### config.mk
export PLATFORM = sky130hd
export DESIGN_NAME = fphub_mult_sequencer
export DESIGN_NICKNAME = d
export VERILOG_FILES = /design/src/rtl/fphub_mult_pkg.sv /design/src/rtl/fphub_special_classifier.sv /design/src/rtl/fphub_mult_sequencer.sv
export SDC_FILE = /design/constraint.sdc
export NUM_CORES = 1
export LEC_CHECK = 0
export BUFFER_PORTS_ARGS = -buffer_cell sky130_fd_sc_hd__buf_4
export CORE_MARGIN = 1.5
export CORE_UTILIZATION = 53
export CTS_CLUSTER_DIAMETER = 150
export CTS_CLUSTER_SIZE = 25
export DETAILED_ROUTE_END_ITERATION = 8
export PLACE_DENSITY_LB_ADDON = 0.08
export SYNTH_ARGS = -nofsm -noshare
export SYNTH_HDL_FRONTEND = slang
export SYNTH_SLANG_ARGS = --single-unit
export TNS_END_PERCENT = 50
### constraint.sdc
create_clock -name clk -period 4.5 [get_ports clk]
set_clock_uncertainty 0.1 [all_clocks]
set_input_delay 0.225 -clock clk [delete_from_list [all_inputs] [get_ports clk]]
set_output_delay 0.225 -clock clk [all_outputs]
set_load 0.01 [all_outputs]
### src/rtl/fphub_mult_pkg.sv
// Shared types and constants for the HUB floating-point multiplier front end.
package fphub_mult_pkg;

  localparam int unsigned CODE_W = $clog2(7);
  localparam int unsigned PAT_W  = 64;

  typedef logic [CODE_W-1:0] spec_code_t;

  localparam spec_code_t CODE_NONE   = CODE_W'(0);
  localparam spec_code_t CODE_INF_P  = CODE_W'(1);
  localparam spec_code_t CODE_INF_N  = CODE_W'(2);
  localparam spec_code_t CODE_ZERO_P = CODE_W'(3);
  localparam spec_code_t CODE_ZERO_N = CODE_W'(4);
  localparam spec_code_t CODE_ONE_P  = CODE_W'(5);
  localparam spec_code_t CODE_ONE_N  = CODE_W'(6);

  typedef enum logic [1:0] {
    ST_IDLE  = 2'd0,
    ST_CLASS = 2'd1,
    ST_WAIT  = 2'd2,
    ST_OUT   = 2'd3
  } state_t;

  // Magnitude patterns (sign excluded) for exponent width e and mantissa width m.
  function automatic logic [PAT_W-1:0] pos_inf(input int unsigned e, input int unsigned m);
    return (PAT_W'(1) << (e + m)) - PAT_W'(1);
  endfunction

  function automatic logic [PAT_W-1:0] pos_zero(input int unsigned e, input int unsigned m);
    return PAT_W'(0) & pos_inf(e, m);
  endfunction

  function automatic logic [PAT_W-1:0] pos_one(input int unsigned e, input int unsigned m);
    return PAT_W'(1) << (e + m - 1);
  endfunction

  function automatic logic is_inf(input spec_code_t c);
    return (c == CODE_INF_P) || (c == CODE_INF_N);
  endfunction

  function automatic logic is_zero(input spec_code_t c);
    return (c == CODE_ZERO_P) || (c == CODE_ZERO_N);
  endfunction

  function automatic logic is_one(input spec_code_t c);
    return (c == CODE_ONE_P) || (c == CODE_ONE_N);
  endfunction

endpackage

### src/rtl/fphub_special_classifier.sv
// Combinational operand classifier: maps one HUB operand to its special-case code.
module fphub_special_classifier
  import fphub_mult_pkg::*;
#(
  parameter int unsigned M = 23,
  parameter int unsigned E = 8
) (
  input  logic [E+M:0] op,
  output spec_code_t   code_c
);

  localparam int unsigned MW = E + M;
  localparam logic [MW-1:0] MAG_INF  = MW'(pos_inf(E, M));
  localparam logic [MW-1:0] MAG_ZERO = MW'(pos_zero(E, M));
  localparam logic [MW-1:0] MAG_ONE  = MW'(pos_one(E, M));

  logic [MW-1:0] mag;
  logic          sign;

  assign mag  = op[MW-1:0];
  assign sign = op[MW];

  always_comb begin
    code_c = CODE_NONE;
    if (mag == MAG_INF) begin
      code_c = sign ? CODE_INF_N : CODE_INF_P;
    end else if (mag == MAG_ZERO) begin
      code_c = sign ? CODE_ZERO_N : CODE_ZERO_P;
    end else if (mag == MAG_ONE) begin
      code_c = sign ? CODE_ONE_N : CODE_ONE_P;
    end
  end

endmodule

### src/rtl/fphub_mult_sequencer.sv
// Front-end sequencer for the HUB multiplier: resolves special operands locally,
// dispatches normal pairs to the core and returns one result per accepted pair.
module fphub_mult_sequencer
  import fphub_mult_pkg::*;
#(
  parameter int unsigned M       = 23,
  parameter int unsigned E       = 8,
  parameter int unsigned TIMEOUT = 64
) (
  input  logic           clk,
  input  logic           rst,
  input  logic           in_valid,
  output logic           in_ready,
  input  logic [E+M:0]   in_x,
  input  logic [E+M:0]   in_y,
  output logic           core_start,
  output logic [E+M:0]   core_x,
  output logic [E+M:0]   core_y,
  input  logic           core_done,
  input  logic [E+M:0]   core_result,
  output logic           out_valid,
  input  logic           out_ready,
  output logic [E+M:0]   out_result,
  output logic           out_special,
  output logic           out_err
);

  localparam int unsigned W  = E + M + 1;
  localparam int unsigned MW = E + M;
  localparam int unsigned CW = $clog2(TIMEOUT);
  localparam logic [MW-1:0] MAG_INF  = MW'(pos_inf(E, M));
  localparam logic [MW-1:0] MAG_ZERO = MW'(pos_zero(E, M));
  localparam logic [CW-1:0] CNT_LAST = CW'(TIMEOUT - 1);

  state_t          state_q, state_d;
  spec_code_t      in_code_x_c, in_code_y_c;
  spec_code_t      code_x_q, code_x_d, code_y_q, code_y_d;
  logic [CW-1:0]   cnt_q, cnt_d;
  logic            in_ready_d, core_start_d, out_valid_d, out_special_d, out_err_d;
  logic [W-1:0]    core_x_d, core_y_d, out_result_d;
  logic [MW-1:0]   spec_mag_c;
  logic            spec_sign_c;
  logic            is_special_c;

  // Operands are classified as they arrive so the dispatch decision is known in CLASS.
  fphub_special_classifier #(.M(M), .E(E)) u_class_x (.op(in_x), .code_c(in_code_x_c));
  fphub_special_classifier #(.M(M), .E(E)) u_class_y (.op(in_y), .code_c(in_code_y_c));

  // Special-result magnitude: INF beats ZERO (INF*0 -> INF), then the ONE shortcuts.
  always_comb begin
    spec_mag_c = core_x[MW-1:0];
    if (is_inf(code_x_q) || is_inf(code_y_q)) begin
      spec_mag_c = MAG_INF;
    end else if (is_zero(code_x_q) || is_zero(code_y_q)) begin
      spec_mag_c = MAG_ZERO;
    end else if (is_one(code_x_q)) begin
      spec_mag_c = core_y[MW-1:0];
    end
  end

  assign spec_sign_c  = core_x[MW] ^ core_y[MW];
  assign is_special_c = (code_x_q != CODE_NONE) || (code_y_q != CODE_NONE);

  always_comb begin
    state_d       = state_q;
    in_ready_d    = in_ready;
    core_start_d  = 1'b0;
    core_x_d      = core_x;
    core_y_d      = core_y;
    code_x_d      = code_x_q;
    code_y_d      = code_y_q;
    cnt_d         = cnt_q;
    out_valid_d   = out_valid;
    out_result_d  = out_result;
    out_special_d = out_special;
    out_err_d     = out_err;
    case (state_q)
      ST_IDLE: begin
        if (in_valid) begin
          core_x_d     = in_x;
          core_y_d     = in_y;
          code_x_d     = in_code_x_c;
          code_y_d     = in_code_y_c;
          in_ready_d   = 1'b0;
          core_start_d = (in_code_x_c == CODE_NONE) && (in_code_y_c == CODE_NONE);
          state_d      = ST_CLASS;
        end
      end
      ST_CLASS: begin
        if (is_special_c) begin
          out_result_d  = {spec_sign_c, spec_mag_c};
          out_special_d = 1'b1;
          out_valid_d   = 1'b1;
          state_d       = ST_OUT;
        end else begin
          cnt_d   = '0;
          state_d = ST_WAIT;
        end
      end
      ST_WAIT: begin
        if (core_done) begin
          out_result_d  = core_result;
          out_special_d = 1'b0;
          out_valid_d   = 1'b1;
          state_d       = ST_OUT;
        end else if (cnt_q == CNT_LAST) begin
          out_result_d = {spec_sign_c, MAG_INF};
          out_err_d    = 1'b1;
          out_valid_d  = 1'b1;
          state_d      = ST_OUT;
        end else begin
          cnt_d = cnt_q + CW'(1);
        end
      end
      ST_OUT: begin
        if (out_ready) begin
          out_valid_d   = 1'b0;
          out_special_d = 1'b0;
          out_err_d     = 1'b0;
          in_ready_d    = 1'b1;
          state_d       = ST_IDLE;
        end
      end
      default: begin
        state_d    = ST_IDLE;
        in_ready_d = 1'b1;
      end
    endcase
  end

  always_ff @(posedge clk) begin
    if (rst) begin
      state_q     <= ST_IDLE;
      in_ready    <= 1'b1;
      core_start  <= 1'b0;
      core_x      <= '0;
      core_y      <= '0;
      code_x_q    <= CODE_NONE;
      code_y_q    <= CODE_NONE;
      cnt_q       <= '0;
      out_valid   <= 1'b0;
      out_result  <= '0;
      out_special <= 1'b0;
      out_err     <= 1'b0;
    end else begin
      state_q     <= state_d;
      in_ready    <= in_ready_d;
      core_start  <= core_start_d;
      core_x      <= core_x_d;
      core_y      <= core_y_d;
      code_x_q    <= code_x_d;
      code_y_q    <= code_y_d;
      cnt_q       <= cnt_d;
      out_valid   <= out_valid_d;
      out_result  <= out_result_d;
      out_special <= out_special_d;
      out_err     <= out_err_d;
    end
  end

endmodule
Word-level counts from Yosys, hierarchy flattened:

Index checks and enable logic that the tools add are counted.

* equality and inequality tests: 27
* bitwise operators: 3
* $add $sub $neg: 1
* reduce and logical (&&, ||, !) cells: 29
* multiplexer cells: 41

Operators with widths (count)
* $eq 31x31->1 const B: 4
* $mux 32: 3
* $mux 31: 3
* $pmux 32 s2: 1
* $logic_not 31->1: 2
* $mux 3: 8
* $mux 6: 3
* $mux 2: 8
* $ne 2x2->1 const B: 8
* $reduce_and 4->1: 4
* $eq 3x2->1 const B: 4
* $eq 3x3->1 const B: 4
* $pmux 6 s2: 1
* $mux 1: 9
* $reduce_and 3->1: 3
* $reduce_bool 3->1: 3
* $logic_or 1x1->1: 8
* $pmux 2 s4: 1
* $add 6x1->6 const B: 1
* $eq 3x1->1 const B: 2
* $eq 6x6->1 const B: 1
* $logic_not 3->1: 2
* $pmux 1 s3: 2
* $reduce_bool 2->1: 3
* other kinds (10): 13

* word-level logic and storage cells: 113
* input port bits: 101
* flip-flop bits (word level): 115

Depth between registers and ports, before layout:

* depth after elaboration: 7
* depth in mapped cells: 8
* mapped depth without buffers: 7

Modules after synthesis:

Synthesis repeated with hierarchy kept, for this count alone.

* cell total of the unflattened synthesis: 751
* area, all modules: 5617.9 um^2

Modules (own cells, without submodules)
* fphub_mult_sequencer: instances 1, sequential area each 2302.2 um^2, area an instance 5267.6 um^2, cells an instance 691
* fphub_special_classifier: instances 2, sequential area each 0.0 um^2, area an instance 175.2 um^2, cells an instance 30

Worst setup path after synthesis:

Ideal clock, no wire load.

* path kind: register to register
* from: reg state_q[0]
* to: reg out_result[10]
* slack: 2.585 ns
* arrival: 1.743 ns
* library setup time: 0.072 ns
* buffers on the path: 1
* cell stages (with the launch flop): 9
* required time: 4.328 ns
* cells stage by stage: dfxtp_1 > inv_1 > ha_1 > nor2b_1 > o21ai_1 > a21oi_1 > a21oi_1 > clkbuf_1 > a2bb2oi_1

* cells in the longest elaborated chain, start to end: 3
* elaborated cells between the ends (all ways): 7
* those cells by class: eq/ne (4); mux (1); reduce/logical (2)

Ends and longest elaborated chain
* start: declaration: line fphub_mult_sequencer.sv:35 `state_t state_q, state_d;`
* start signal: assignment: line fphub_mult_sequencer.sv:146 `state_q <= state_d;`
* $eq 2x2->1 / $eq 2x1->1 (equally long branches): line fphub_mult_sequencer.sv:77 `case (state_q)`
* $ne 3x3->1 (no source line) (tied with other cells)
* $reduce_and 3->1 (no source line)
* end signal: assignment: line fphub_mult_sequencer.sv:155 `out_result <= out_result_d;`
* end: declaration: line fphub_mult_sequencer.sv:23 `output logic [E+M:0] out_result,`

Parallel ways exist; a longest one is shown, timed or not.
A chain may end at the register's enable or synchronous reset.

Final worst setup path:

* from: reg state_q[0]
* to: reg out_result[30]

The elaborated chain is that of the path after synthesis.

==> impl_metrics.xml <==
<?xml version="1.0" encoding="UTF-8"?>
<metrics>
  <group name="yosys">
    <metric name="compound_gate_fraction_of_synth_area" unit="%">21.5</metric>
    <metric name="synth_top_family_by_area" unit="">simple AND/OR/NAND/NOR gates</metric>
    <metric name="synth-seq-area-share" unit="%">43.7</metric>
    <metric name="synthesis.nets" unit="">814</metric>
    <metric name="synth.distinct_cells" unit="">47</metric>
    <metric name="syn_area" unit="mm2">0.00527</metric>
    <metric name="synth_simple_gate_area_share" unit="%">27.7</metric>
    <metric name="netlist_top_cells_area" unit="">dfxtp_1, nand2_1, a21oi_1</metric>
    <metric name="post_synth_xor_area_fraction" unit="%">1.16</metric>
    <metric name="postSynthRegisterBits" unit="">115</metric>
    <metric name="synth-adder-area-share" unit="%">1.43</metric>
    <metric name="synthesis.area_per_instance" unit="um2">7.45</metric>
    <metric name="synth_top_cell_by_area" unit="">dfxtp_1</metric>
    <metric name="syn_inst" unit="">707</metric>
    <metric name="yosysWarningCount" unit="">0</metric>
    <metric name="post_synth_mux_area_share" unit="%">0.570</metric>
    <metric name="yosysTopAreaCellShare" unit="%">43.7</metric>
  </group>
  <group name="global_route">
    <metric name="grt_first_pass_wirelength" unit="mm">34.1</metric>
    <metric name="global_route.overflow_total" unit="">0</metric>
    <metric name="initial_antenna_violation_count" unit="">0</metric>
    <metric name="first_global_vias" unit="">6627</metric>
    <metric name="global_route.usage.total" unit="%">42.8</metric>
    <metric name="grt_start_max_net_pins" unit="">80</metric>
  </group>
  <group name="worst_setup_path">
    <metric name="crit_required" unit="ns">4.83</metric>
    <metric name="critical_path_class" unit="">flop to flop</metric>
    <metric name="endpoint_kind" unit="">flop</metric>
    <metric name="timing.critical_path.fanout_max" unit="">32</metric>
    <metric name="cp_data_arrival_time" unit="ns">3.50</metric>
    <metric name="critPathLaunch" unit="">state_q[0]$_SDFFE_PP0P_</metric>
    <metric name="critical_path.reg2reg.startpoint" unit="">state_q[0]$_SDFFE_PP0P_</metric>
    <metric name="critical_path.startpoint_type" unit="">flop</metric>
  </group>
  <group name="timing">
    <metric name="drv_slew" unit="">0</metric>
    <metric name="fin_crit" unit="ns">3.17</metric>
    <metric name="timing.max_slew.rel_slack" unit="%">13.7</metric>
    <metric name="fmax" unit="MHz">315</metric>
    <metric name="fin_tns_setup" unit="ns">0</metric>
    <metric name="finalHoldViolCount" unit="">0</metric>
    <metric name="layout_worst_path_cycle_share" unit="%">70.5</metric>
    <metric name="hold_worst_slack" unit="ns">0.0284</metric>
    <metric name="final-setup-viol-count" unit="">0</metric>
    <metric name="rsz0062_at_grt" unit="">no</metric>
    <metric name="max_slew.worst_pin.slew" unit="ns">1.30</metric>
  </group>
  <group name="clock_tree">
    <metric name="postCtsSetupBuffers" unit="">0</metric>
    <metric name="clock_tree.htree_level_count" unit="">4</metric>
    <metric name="clockBufferDepth" unit="">2</metric>
    <metric name="cts_tree" unit="">yes</metric>
    <metric name="cts.reportedPaths.clkPinSlew" unit="ns">0.06</metric>
    <metric name="tritoncts.num_buffers" unit="">17</metric>
    <metric name="clkLatencyLatePin" unit="ns">0.51</metric>
    <metric name="number_of_sinks_driven_by_the_clock_tree" unit="">115</metric>
    <metric name="buffer_type_at_the_clock_tree_root" unit="">clkbuf_8</metric>
    <metric name="postCtsResizedCells" unit="">0</metric>
  </group>
  <group name="detailed_routing">
    <metric name="routed_wire_length_per_instance" unit="um">19.8</metric>
    <metric name="per_cell_via_count_in_the_routed_design" unit="">6.11</metric>
    <metric name="dr_total_vias" unit="">6917</metric>
    <metric name="finalWirelength" unit="mm">22.4</metric>
    <metric name="drtIter0Drc" unit="">750</metric>
    <metric name="antenna_left" unit="">0</metric>
    <metric name="drc" unit="">0</metric>
    <metric name="detail_route.first_pass.iterations" unit="">6</metric>
  </group>
  <group name="floorplan">
    <metric name="ioPinCount" unit="">202</metric>
    <metric name="number_of_placement_rows" unit="">36</metric>
    <metric name="floorplan.initialDensity" unit="%">54.4</metric>
    <metric name="core_area" unit="mm2">0.00968</metric>
    <metric name="fp.dieArea" unit="mm2">0.0105</metric>
    <metric name="die_x" unit="um">103</metric>
    <metric name="die_h" unit="um">103</metric>
  </group>
  <group name="power">
    <metric name="power_per_cell_area" unit="mW/mm2">546</metric>
    <metric name="static-leakage-power" unit="nW">3.44</metric>
    <metric name="power.internal" unit="mW">2.75</metric>
    <metric name="combPwrFrac" unit="%">41.8</metric>
    <metric name="ir_drop" unit="mV">0.301</metric>
    <metric name="netSwitchingPower" unit="mW">1.80</metric>
    <metric name="power.share.clock" unit="%">26.8</metric>
    <metric name="seqPwrFrac" unit="%">31.4</metric>
    <metric name="p_sw_share" unit="%">39.6</metric>
  </group>
  <group name="outcome">
    <metric name="run_status" unit="">finished, final reports clean</metric>
  </group>
  <group name="layout">
    <metric name="layout.cells.most_common" unit="">nand2_1</metric>
    <metric name="design.final.nets" unit="">1092</metric>
    <metric name="stdcell_count" unit="">1132</metric>
    <metric name="seqCellArea" unit="mm2">0.00230</metric>
    <metric name="most-common-layout-cells" unit="">nand2_1, buf_4, dfxtp_1, a21oi_1, dlygate4sd3_1</metric>
    <metric name="syn2layout_area_growth" unit="%">58.3</metric>
    <metric name="multi_input_area" unit="mm2">0.00277</metric>
    <metric name="design_area" unit="mm2">0.00833</metric>
    <metric name="filler_cell_count" unit="">519</metric>
    <metric name="finish.utilization" unit="%">86.0</metric>
    <metric name="post_route_cells_drive_above_1_share" unit="%">25.4</metric>
  </group>
  <group name="placed_design">
    <metric name="placed_cells" unit="">1002</metric>
    <metric name="port-buffer-count" unit="">201</metric>
    <metric name="routabilityCongestion" unit="">0.900</metric>
    <metric name="dpl.hpwl" unit="mm">12.3</metric>
    <metric name="detailed_place.area" unit="mm2">0.00683</metric>
  </group>
  <group name="min_path">
    <metric name="hold_class" unit="">input port to flop</metric>
    <metric name="worst_hold_startpoint" unit="">core_done</metric>
  </group>
  <group name="run">
    <metric name="cap_viol_max_count" unit="">0</metric>
  </group>
</metrics>
[worst max-delay path, cell delays in order (launching register included)]
cell and delay (ns):
dfxtp_1 0.36, inv_1 0.11, ha_1 0.30, nor2b_1 0.20, o21ai_0 0.20, and3_1 1.11, o21ai_0 0.42, a2bb2oi_1 0.26
[state kept, by name (all words and copies together) (netlist names)]
register     count
core_y          32
cnt_q            6
code_x_q         3
state_q          2
out_valid        1
core_start       1
out_result      32
in_ready         1
core_x          32
code_y_q         3
out_special      1
out_err          1
[metrics by stage]
stage / power (mW) / setup slack, ns
finish: 4.55 / 1.33
CTS: 4.41 / 1.65
global placement: 3.06 / 1.95
floorplan: 2.45 / 2.59
detailed placement: 3.14 / 1.72
global route: 4.75 / 1.32
[power by group through the flow]
stage	Clock [mW]	Sequential, mW	Combinational [mW]
after floorplan	0	1.49	0.962
after CTS	1.21	1.41	1.79
after global routing	1.26	1.44	2.04
final	1.22	1.43	1.90
after global placement	0	1.42	1.64
after detailed placement	0	1.43	1.71
[cell usage after synthesis (all sizes together)]
cell,instances
a211o,2
a211oi,2
inv,6
or3b,1
or2,4
nand2b,2
a21boi,1
nand4,18
a221oi,2
and2,3
xnor2,6
o21ai,40
a21oi,106
or4,1
nor3b,2
and3,3
a2bb2oi,31
o2111ai,1
nor2,13
dfxtp,115
o211ai,2
nand3,11
nand2,241
a21o,1
o31ai,1
o41ai,1
and4,1
o22ai,1
ha,6
or3,1
nor3,5
buf,12
and4bb,1
mux2i,3
nor2b,4
a311oi,1
nor4b,3
clkbuf,34
nor4,18
xor2,1
[logic make-up (layout without fill, tap and decap cells)]
logic type                 Yosys count  in the layout
xor gates and xnor gates             7              7
adders and majority gates            6              6
buffers and inverters               52            343
muxes                                3              3
AOI/OAI and AO/OA                  192            192
other                                0              1
and+or+nand+nor                    332            332
DFF                                115            115
[cell type report]
class,instances,area share [%]
diodes,1,0.0300
clock buffers,19,5.06
clock inverters,13,1.35
inverters,6,0.270
multi-input cells,540,33.3
flip-flops and latches,115,27.6
well taps,133,2.00
repair buffers,305,30.4
[layer usage]
metal / vias to the layer above / GRT usage (%) / wire, um
met3: 136 / 14.3 / 2730
met5: - / 0 / 0
met4: 0 / 25.7 / 1240
li1: 3014 / - / -
met2: 588 / 71.1 / 10700
met1: 3179 / 47.6 / 7710
[worst paths after layout]
check / endpoint / slack [ns] / depth (start not counted)
setup reg to reg: out_result[30]$_SDFFE_PP0P_ / 1.33 / 7
setup / recovery: out_result[30]$_SDFFE_PP0P_ / 1.33 / 7
hold / removal: out_err$_SDFFE_PP0P_ / 0.03 / 3
hold reg to reg: out_result[31]$_SDFFE_PP0P_ / 0.35 / 2
[what timing repair did]
item                                   in CTS  in global routing
setup endpoints to repair                   0                  0
hold buffers                               97                  0
endpoints found under the hold margin     101                  0
(Power assumes the default switching activity.)
